### src/rtl/simon_pkg.sv
// simon_pkg
// Shared types and default sizing for the Simon game datapath. The sequence
// generator, the game FSM and seq_verify all import this package so that the
// button count and maximum round length agree everywhere.
//
// Contents:
//   DEFAULT_NUM_BUTTONS  number of buttons / colours
//   DEFAULT_MAX_LEN      longest round the segment store can hold
//   fail_reason_e        why a round was failed (reported to the game FSM)
//   verify_state_e       state encoding of the seq_verify FSM
package simon_pkg;

   localparam int DEFAULT_NUM_BUTTONS = 4;
   localparam int DEFAULT_MAX_LEN     = 32;

   typedef enum logic [2:0] {
      REASON_NONE    = 3'd0,
      REASON_WRONG   = 3'd1,
      REASON_MULTI   = 3'd2,
      REASON_TIMEOUT = 3'd3,
      REASON_BAD_LEN = 3'd4
   } fail_reason_e;

   typedef enum logic [1:0] {
      IDLE         = 2'd0,
      WAIT_PRESS   = 2'd1,
      WAIT_RELEASE = 2'd2,
      RESULT       = 2'd3
   } verify_state_e;

endpackage

### src/rtl/seq_verify_press_detect.sv
// press_detect
// Turns the debounced button levels into per-cycle press events for the
// sequence verifier.
//
// Ports:
//   clk, rst      clock and asynchronous active-high reset
//   player_input  debounced button levels, one bit per button
//   rise          buttons that went from released to pressed this cycle
//   single_rise   exactly one new press and no other button held
//   multi         several new presses at once, or a new press while another
//                 button is still held
//   press_idx     index of the lowest rising button (meaningful with single_rise)
module press_detect #(
   parameter int NUM_BUTTONS = simon_pkg::DEFAULT_NUM_BUTTONS,
   parameter int IDX_W       = $clog2(NUM_BUTTONS)
) (
   input  logic                   clk,
   input  logic                   rst,
   input  logic [NUM_BUTTONS-1:0] player_input,
   output logic [NUM_BUTTONS-1:0] rise,
   output logic                   single_rise,
   output logic                   multi,
   output logic [IDX_W-1:0]       press_idx
);

   localparam int CNT_W = $clog2(NUM_BUTTONS + 1);

   logic [NUM_BUTTONS-1:0] prevInput;
   logic [CNT_W-1:0]       riseCount;
   logic                   heldOther;

   // Remember last cycle's levels so a press is seen exactly once, on the
   // cycle its level first goes high. A button already held when a round
   // begins therefore never produces a rise until it is released and pressed
   // again.
   always_ff @(posedge clk or posedge rst) begin
      if (rst) begin
         prevInput <= '0;
      end else begin
         prevInput <= player_input;
      end
   end

   // Classify this cycle's activity. A press only counts as clean when it is
   // the only rising bit and nothing else is being held down; any other
   // combination with at least one rise is a multi-press.
   always_comb begin
      rise      = player_input & ~prevInput;
      heldOther = |(player_input & ~rise);
      riseCount = '0;
      press_idx = '0;
      for (int i = NUM_BUTTONS - 1; i >= 0; i--) begin
         riseCount = riseCount + CNT_W'(rise[i]);
         if (rise[i]) begin
            press_idx = IDX_W'(i);
         end
      end
      multi       = (riseCount > CNT_W'(1)) || ((riseCount != '0) && heldOther);
      single_rise = (riseCount == CNT_W'(1)) && !heldOther;
   end

endmodule

### src/rtl/seq_verify.sv
// seq_verify
// Walks the stored colour sequence of the current round one press at a time,
// compares each debounced press against the expected colour and reports a
// single-cycle pass or fail pulse (with a reason) to the game FSM.
//
// Ports:
//   clk, rst      clock and asynchronous active-high reset
//   start         pulse: begin verifying a round (ignored while busy)
//   abort         synchronous return to IDLE without a result pulse
//   round_len     presses in this round, sampled on an accepted start
//   segment       expected colour index for every step, stable while busy
//   player_input  debounced button levels
//   busy          round in progress (through the result cycle)
//   pass, fail    one-cycle result pulses
//   fail_reason   fail_reason_e of the last failure, held until next start
//   step          index of the press currently expected
//
// Build option: define VERIFY_TIMEOUT_EN to fail a round with TIMEOUT after
// TIMEOUT_CYCLES idle cycles in WAIT_PRESS. Without it the verifier waits
// indefinitely for each press and TIMEOUT_CYCLES has no effect.
module seq_verify
   import simon_pkg::*;
#(
   parameter int NUM_BUTTONS    = DEFAULT_NUM_BUTTONS,
   parameter int MAX_LEN        = DEFAULT_MAX_LEN,
   parameter int TIMEOUT_CYCLES = 500_000_000,
   localparam int IDX_W         = $clog2(NUM_BUTTONS),
   localparam int LEN_W         = $clog2(MAX_LEN + 1)
) (
   input  logic                          clk,
   input  logic                          rst,
   input  logic                          start,
   input  logic                          abort,
   input  logic [LEN_W-1:0]              round_len,
   input  logic [MAX_LEN-1:0][IDX_W-1:0] segment,
   input  logic [NUM_BUTTONS-1:0]        player_input,
   output logic                          busy,
   output logic                          pass,
   output logic                          fail,
   output logic [2:0]                    fail_reason,
   output logic [LEN_W-1:0]              step
);

   localparam int STEP_IDX_W = $clog2(MAX_LEN);

   verify_state_e          state;
   verify_state_e          nextState;
   fail_reason_e           reasonQ;
   fail_reason_e           nextReason;
   logic [LEN_W-1:0]       lenQ;
   logic [LEN_W-1:0]       nextLen;
   logic [LEN_W-1:0]       nextStep;
   logic                   nextPass;
   logic                   nextFail;
   logic                   badLen;
   logic                   timeoutHit;
   logic [STEP_IDX_W-1:0]  stepIdx;
   logic [NUM_BUTTONS-1:0] rise;
   logic                   singleRise;
   logic                   multiPress;
   logic [IDX_W-1:0]       pressIdx;

   press_detect #(
      .NUM_BUTTONS (NUM_BUTTONS),
      .IDX_W       (IDX_W)
   ) u_press_detect (
      .clk          (clk),
      .rst          (rst),
      .player_input (player_input),
      .rise         (rise),
      .single_rise  (singleRise),
      .multi        (multiPress),
      .press_idx    (pressIdx)
   );

   assign stepIdx = step[STEP_IDX_W-1:0];

   // A round length of zero, or longer than the segment store, can never be
   // played; it is rejected straight away. The comparison is unsigned so any
   // encoding above MAX_LEN is caught.
   assign badLen = (round_len == '0) || (round_len > LEN_W'(MAX_LEN));

`ifdef VERIFY_TIMEOUT_EN
   localparam int TIMER_W = (TIMEOUT_CYCLES > 2) ? $clog2(TIMEOUT_CYCLES) : 1;

   logic [TIMER_W-1:0] timer;

   // Idle-press timer. It restarts whenever the FSM enters a waiting state
   // and only advances while waiting for a press, so time spent holding a
   // button down never counts against the player.
   always_ff @(posedge clk or posedge rst) begin
      if (rst) begin
         timer <= '0;
      end else if (nextState != state) begin
         timer <= '0;
      end else if (state == WAIT_PRESS) begin
         timer <= timer + TIMER_W'(1);
      end
   end

   assign timeoutHit = (timer == TIMER_W'(TIMEOUT_CYCLES - 1));
`else
   logic unusedTimeout;

   // Without the timeout build the verifier waits forever for each press.
   assign timeoutHit    = 1'b0;
   assign unusedTimeout = (TIMEOUT_CYCLES == 0);
`endif

   // Next-state and result decode. Abort overrides everything, including a
   // simultaneous start. In WAIT_PRESS a detected press takes priority over
   // the timeout firing in the same cycle. Pass/fail are decided here and
   // registered so they appear during the RESULT cycle.
   always_comb begin
      nextState  = state;
      nextReason = reasonQ;
      nextLen    = lenQ;
      nextStep   = step;
      nextPass   = 1'b0;
      nextFail   = 1'b0;
      if (abort) begin
         nextState = IDLE;
      end else begin
         case (state)
            IDLE: begin
               if (start) begin
                  nextLen    = round_len;
                  nextStep   = '0;
                  nextReason = REASON_NONE;
                  if (badLen) begin
                     nextState  = RESULT;
                     nextFail   = 1'b1;
                     nextReason = REASON_BAD_LEN;
                  end else begin
                     nextState = WAIT_PRESS;
                  end
               end
            end
            WAIT_PRESS: begin
               if (multiPress) begin
                  nextState  = RESULT;
                  nextFail   = 1'b1;
                  nextReason = REASON_MULTI;
               end else if (singleRise) begin
                  if (pressIdx == segment[stepIdx]) begin
                     nextState = WAIT_RELEASE;
                  end else begin
                     nextState  = RESULT;
                     nextFail   = 1'b1;
                     nextReason = REASON_WRONG;
                  end
               end else if (timeoutHit) begin
                  nextState  = RESULT;
                  nextFail   = 1'b1;
                  nextReason = REASON_TIMEOUT;
               end
            end
            WAIT_RELEASE: begin
               if (rise != '0) begin
                  nextState  = RESULT;
                  nextFail   = 1'b1;
                  nextReason = REASON_MULTI;
               end else if (player_input == '0) begin
                  if (step == lenQ - LEN_W'(1)) begin
                     nextState = RESULT;
                     nextPass  = 1'b1;
                  end else begin
                     nextStep  = step + LEN_W'(1);
                     nextState = WAIT_PRESS;
                  end
               end
            end
            RESULT: begin
               nextState = IDLE;
            end
            default: begin
               nextState = IDLE;
            end
         endcase
      end
   end

   // State and output registers. busy follows the next state so it rises the
   // cycle after an accepted start and falls the cycle after RESULT. A reset
   // at any point returns everything to idle without a result pulse.
   always_ff @(posedge clk or posedge rst) begin
      if (rst) begin
         state   <= IDLE;
         reasonQ <= REASON_NONE;
         lenQ    <= '0;
         step    <= '0;
         busy    <= 1'b0;
         pass    <= 1'b0;
         fail    <= 1'b0;
      end else begin
         state   <= nextState;
         reasonQ <= nextReason;
         lenQ    <= nextLen;
         step    <= nextStep;
         busy    <= (nextState != IDLE);
         pass    <= nextPass;
         fail    <= nextFail;
      end
   end

   assign fail_reason = reasonQ;

endmodule

### config.mk
export PLATFORM = sky130hd
export DESIGN_NAME = seq_verify
export DESIGN_NICKNAME = d
export VERILOG_FILES = /design/src/rtl/simon_pkg.sv /design/src/rtl/seq_verify_press_detect.sv /design/src/rtl/seq_verify.sv
export SDC_FILE = /design/constraint.sdc
export NUM_CORES = 1
export LEC_CHECK = 0
export ABC_AREA = 1
export CAP_MARGIN = 10
export CORE_MARGIN = 5
export CORE_UTILIZATION = 45
export CTS_CLUSTER_SIZE = 25
export DETAILED_ROUTE_END_ITERATION = 10
export PLACE_DENSITY_LB_ADDON = 0.12
export SLEW_MARGIN = 10
export SYNTH_ARGS = -nofsm -noshare
export SYNTH_HDL_FRONTEND = slang
export SYNTH_SLANG_ARGS = --single-unit
### constraint.sdc
create_clock -name clk -period 3.1 [get_ports clk]
set_input_delay 0.465 -clock clk [delete_from_list [all_inputs] [get_ports clk]]
set_output_delay 0.465 -clock clk [all_outputs]
set_load 0.005 [all_outputs]
==> impl_results.rst <==
.. list-table::
   :header-rows: 1

   * - Metric
     - Value
   * - Outcome
     - finished, final reports clean
   * - Sw power
     - between 0.0007 and 0.0008 W
   * - Area post-placement
     - roughly 3400 sq um
   * - Top cell type's share of synthesized area
     - 24.6%
   * - Setup TNS Final
     - 0 ns
   * - Type of the tightest min-delay check
     - flop to flop
   * - Vias/cell
     - 4.92
   * - Share of power burned in the clock network
     - around 13%
   * - Clock Skew
     - about 0.0031 ns
   * - Number of H-tree levels
     - 1
   * - Endpoint type of the worst setup path
     - flop
   * - Clock tree from TritonCTS
     - yes
   * - Initial core utilization
     - 47.0%
   * - Number of cell rows
     - 26
   * - Leading cell type in the layout, fill and taps excluded
     - sky130_fd_sc_hd__clkdlybuf4s50_1
   * - Routed wirelength normalized by instance count
     - around 13 microns
   * - Initial antenna violation count
     - 0
   * - Die Outline Area
     - 7010 sq um
   * - Clock Latency Late Sink
     - 0.27 ns
   * - Proportion of power drawn by flip-flops and latches
     - between 20% and 30%
   * - Startpoint of the worst register-to-register path
     - u_press_detect.prevInput[3]
   * - Area of the core
     - 5200 sq um
   * - Count of routing violations after the opening detailed-route iteration
     - approximately 140
   * - Overall routing resource usage
     - 19.7%
   * - Detailed-routing iteration count for the pre-antenna-repair pass
     - 4
   * - Number of max-cap violations
     - 0
   * - Vias
     - around 2700
   * - Final Hold Viols
     - 0
   * - Clock period minus final worst setup slack
     - 2.88 ns
   * - Startpoint of the tightest hold check path
     - fail_reason[2]
   * - Unrepaired setup endpoints after global routing
     - no
   * - Achievable clock frequency
     - 0.347 GHz
   * - Critical path startpoint category
     - input port
   * - Maximum resistive drop on vdd
     - about 0.00036 V
   * - Ratio of cells with drive above 1 in the final layout
     - 6.79%
   * - Worst EP required
     - about 3.3 ns
   * - Switching part of the total
     - a little over two fifths
   * - I/O pin total
     - 90
   * - Nets
     - 564
   * - Pwr Density
     - 500 nW/um^2
   * - Via count of the first global-routing pass
     - 2574
   * - Kind of critical path
     - input port to flop
   * - Data arrival time of the worst path
     - 3.05 ns
   * - Mapped Avg Cell Area
     - 6.35 sq um
   * - Endpoints failing setup
     - 0
   * - Number of distinct library cell variants in the gate-level netlist after synthesis
     - 36
   * - Final instance area
     - 3440 sq um
   * - Global-route wire length before repair
     - 11800 microns
   * - Peak fanout along the critical path
     - 4
   * - Diodes inserted
     - 0
   * - Capture endpoint of the worst hold path
     - fail_reason[2]
   * - Setup slack on the worst flop-to-flop path
     - roughly 0.50 ns
   * - Total clock buffers created by CTS
     - 3
   * - Flip-flop and latch count after synthesis
     - 24
   * - Net count after synthesis
     - 477
   * - Register clock-pin slew on the reported worst setup and hold paths
     - 0.09 ns
   * - Destination of the worst register-to-register timing path
     - busy
   * - Number of instances in the synthesized netlist
     - between 300 and 400
   * - Share of power burned in combinational logic
     - roughly three fifths
   * - Proportion of synthesized chip area in sequential cells
     - between 20% and 30%
   * - Half-perimeter wire length of the detailed placement result
     - 5300 microns
   * - Synthesis warning total
     - 0
   * - Number of cells on the worst hold path
     - 2
   * - I/O Buffers
     - 89
   * - Number of nets with antenna violations after detailed routing
     - 0
   * - Measured slew at the worst slew-check pin
     - 0.932 ns
   * - Slew headroom
     - 37.8%
   * - Dominant cells by area after synthesis
     - sky130_fd_sc_hd__dfrtp_1 (25%), sky130_fd_sc_hd__nand2_1 (14%), sky130_fd_sc_hd__nand3_1 (13%)
   * - Aggregate global routing overflow
     - 0
   * - Maximum number of pins on one net before global-route repair
     - 50
   * - Number of buffers between clock root and the deepest sink
     - 2
   * - Leakage power figure
     - 1.72 nW
   * - Count of pins over their slew limit
     - 0
   * - Share of the cycle needed by the critical path after routing
     - between 90% and 100%
   * - Total internal power
     - 0.000979 W
   * - Die outline width
     - 83.7 microns
   * - Clk sinks
     - 24
   * - Clock tree root driver cell
     - sky130_fd_sc_hd__clkbuf_8
   * - Routability congestion estimate from global placement
     - 0.863
   * - Area of the mapped netlist
     - 2450 sq um
   * - Leading cell types in the layout, fill and taps excluded
     - sky130_fd_sc_hd__clkdlybuf4s50_1 (89), sky130_fd_sc_hd__nand2_1 (88), sky130_fd_sc_hd__inv_1 (75)
   * - Die Span Y
     - 83.7 microns
   * - Core Util, Final
     - 66.2%
   * - DRC Markers
     - 0
   * - Layout overhead on the synthesized area
     - 40.8%
   * - Library cell with the largest summed area after synthesis
     - sky130_fd_sc_hd__dfrtp_1
   * - Overall routed net length
     - 6950 microns
   * - Setup Buffers After CTS
     - 0
   * - Depth of the worst register-to-register path
     - 12
flip-flops by register name, summed over array words and instances, names as in the netlist:
name	flops
lenQ	6
step	6
u_press_detect.prevInput	4
fail_reason	3
state	2
busy	1
fail	1
pass	1
area by class of cell:
class                   instances  area (sq um)
fillers                       476          1760
clock buffers                   4          55.1
multi-input cells             268          1460
repair buffers                 96           943
flip-flops and latches         24           601
well taps                      70          87.6
inverters                      79           299
through the flow:
step	power (W)	setup WS, ns	hold WS, ns	cells
floorplan	0.00120	0.546	0.465	385
global placement	0.00149	-0.0387	0.462	537
detailed placement	0.00151	-0.0722	0.471	537
CTS	0.00172	0.191	0.492	541
global route	0.00188	0.00306	0.510	541
finish	0.00172	0.217	0.484	541
cells in the mapped netlist:
master / number
sky130_fd_sc_hd__ha_1: 13
sky130_fd_sc_hd__buf_2: 3
sky130_fd_sc_hd__o21ai_2: 5
sky130_fd_sc_hd__o21ai_1: 2
sky130_fd_sc_hd__nand3_1: 64
sky130_fd_sc_hd__dfrtp_1: 24
sky130_fd_sc_hd__clkbuf_1: 2
sky130_fd_sc_hd__buf_4: 3
sky130_fd_sc_hd__inv_1: 75
sky130_fd_sc_hd__or2_2: 2
sky130_fd_sc_hd__mux2_2: 1
sky130_fd_sc_hd__a31oi_1: 1
sky130_fd_sc_hd__nor3_1: 4
sky130_fd_sc_hd__xnor2_1: 3
sky130_fd_sc_hd__buf_6: 5
sky130_fd_sc_hd__xor2_1: 8
sky130_fd_sc_hd__a21oi_1: 7
sky130_fd_sc_hd__o211ai_1: 4
sky130_fd_sc_hd__nor2_2: 1
sky130_fd_sc_hd__nand3_2: 2
sky130_fd_sc_hd__a21boi_0: 1
sky130_fd_sc_hd__o21ai_0: 11
sky130_fd_sc_hd__or2_1: 8
sky130_fd_sc_hd__inv_2: 3
sky130_fd_sc_hd__a21oi_2: 1
sky130_fd_sc_hd__nand2_1: 89
sky130_fd_sc_hd__a22o_1: 2
sky130_fd_sc_hd__nor2_1: 27
sky130_fd_sc_hd__inv_4: 1
sky130_fd_sc_hd__fa_1: 1
sky130_fd_sc_hd__nor4_1: 1
sky130_fd_sc_hd__buf_1: 1
sky130_fd_sc_hd__and2_1: 1
sky130_fd_sc_hd__o32ai_1: 1
sky130_fd_sc_hd__nor3b_1: 1
sky130_fd_sc_hd__nand4_1: 7
power by group through the flow:
| stage | Sequential [W] | Combinational, W | Clock, W |
|---|---|---|---|
| after floorplan | 0.000471 | 0.000731 | 0 |
| after global placement | 0.000503 | 0.000982 | 0 |
| after detailed placement | 0.000503 | 0.00100 | 0 |
| after CTS | 0.000497 | 0.00101 | 0.000219 |
| after global routing | 0.000509 | 0.00114 | 0.000230 |
| final | 0.000497 | 0.00101 | 0.000217 |
critical path: stages:
cell,delay (ns)
sky130_fd_sc_hd__clkdlybuf4s50_1,0.47
sky130_fd_sc_hd__inv_1,0.05
sky130_fd_sc_hd__nor2_2,0.11
sky130_fd_sc_hd__ha_1,0.26
sky130_fd_sc_hd__fa_1,0.39
sky130_fd_sc_hd__ha_1,0.33
sky130_fd_sc_hd__o32ai_2,0.28
sky130_fd_sc_hd__nand2_2,0.12
sky130_fd_sc_hd__a21oi_1,0.21
sky130_fd_sc_hd__nand2_1,0.08
sky130_fd_sc_hd__nand3_1,0.09
sky130_fd_sc_hd__nand2_1,0.06
sky130_fd_sc_hd__nand2_1,0.07
sky130_fd_sc_hd__nand2_1,0.05
kinds of logic (layout without fill, tap and decap cells):
| family | after synthesis | after routing | share of synthesized area, % |
|---|---|---|---|
| flops | 24 | 24 | 24.6 |
| buf+inv | 93 | 179 | 16.5 |
| fa+ha+maj | 14 | 14 | 7.47 |
| compound gates | 35 | 35 | 9.11 |
| xor+xnor | 11 | 11 | 3.94 |
| simple gates | 207 | 207 | 38.0 |
| mux | 1 | 1 | 0.460 |
timing repair:
item | 4_1_cts | 5_1_grt
endpoints found under the hold margin | 0 | 0
setup endpoints to repair | 0 | 7
hold buffers | 0 | 0
resized for setup | 0 | 5
worst max-delay path by stage:
| stage | end | startpoint | cells past startpoint | slack [ns] |
|---|---|---|---|---|
| floorplan | busy | player_input[3] | 13 | 0.55 |
| global placement | busy | player_input[2] | 14 | -0.04 |
| detailed placement | busy | player_input[2] | 14 | -0.07 |
| CTS | busy | player_input[2] | 14 | 0.19 |
| global route | busy | player_input[3] | 14 | 0.003 |
| finish | busy | player_input[3] | 14 | 0.22 |
layer usage:
metal	vias up	share of wire (%)	track usage, %
met5	-	0	0
met4	0	0.88	3.65
met3	6	5.9	2.96
met2	92	45	33.4
met1	1180	48	26.7
li1	1385	-	-
(Power assumes the default switching activity.)
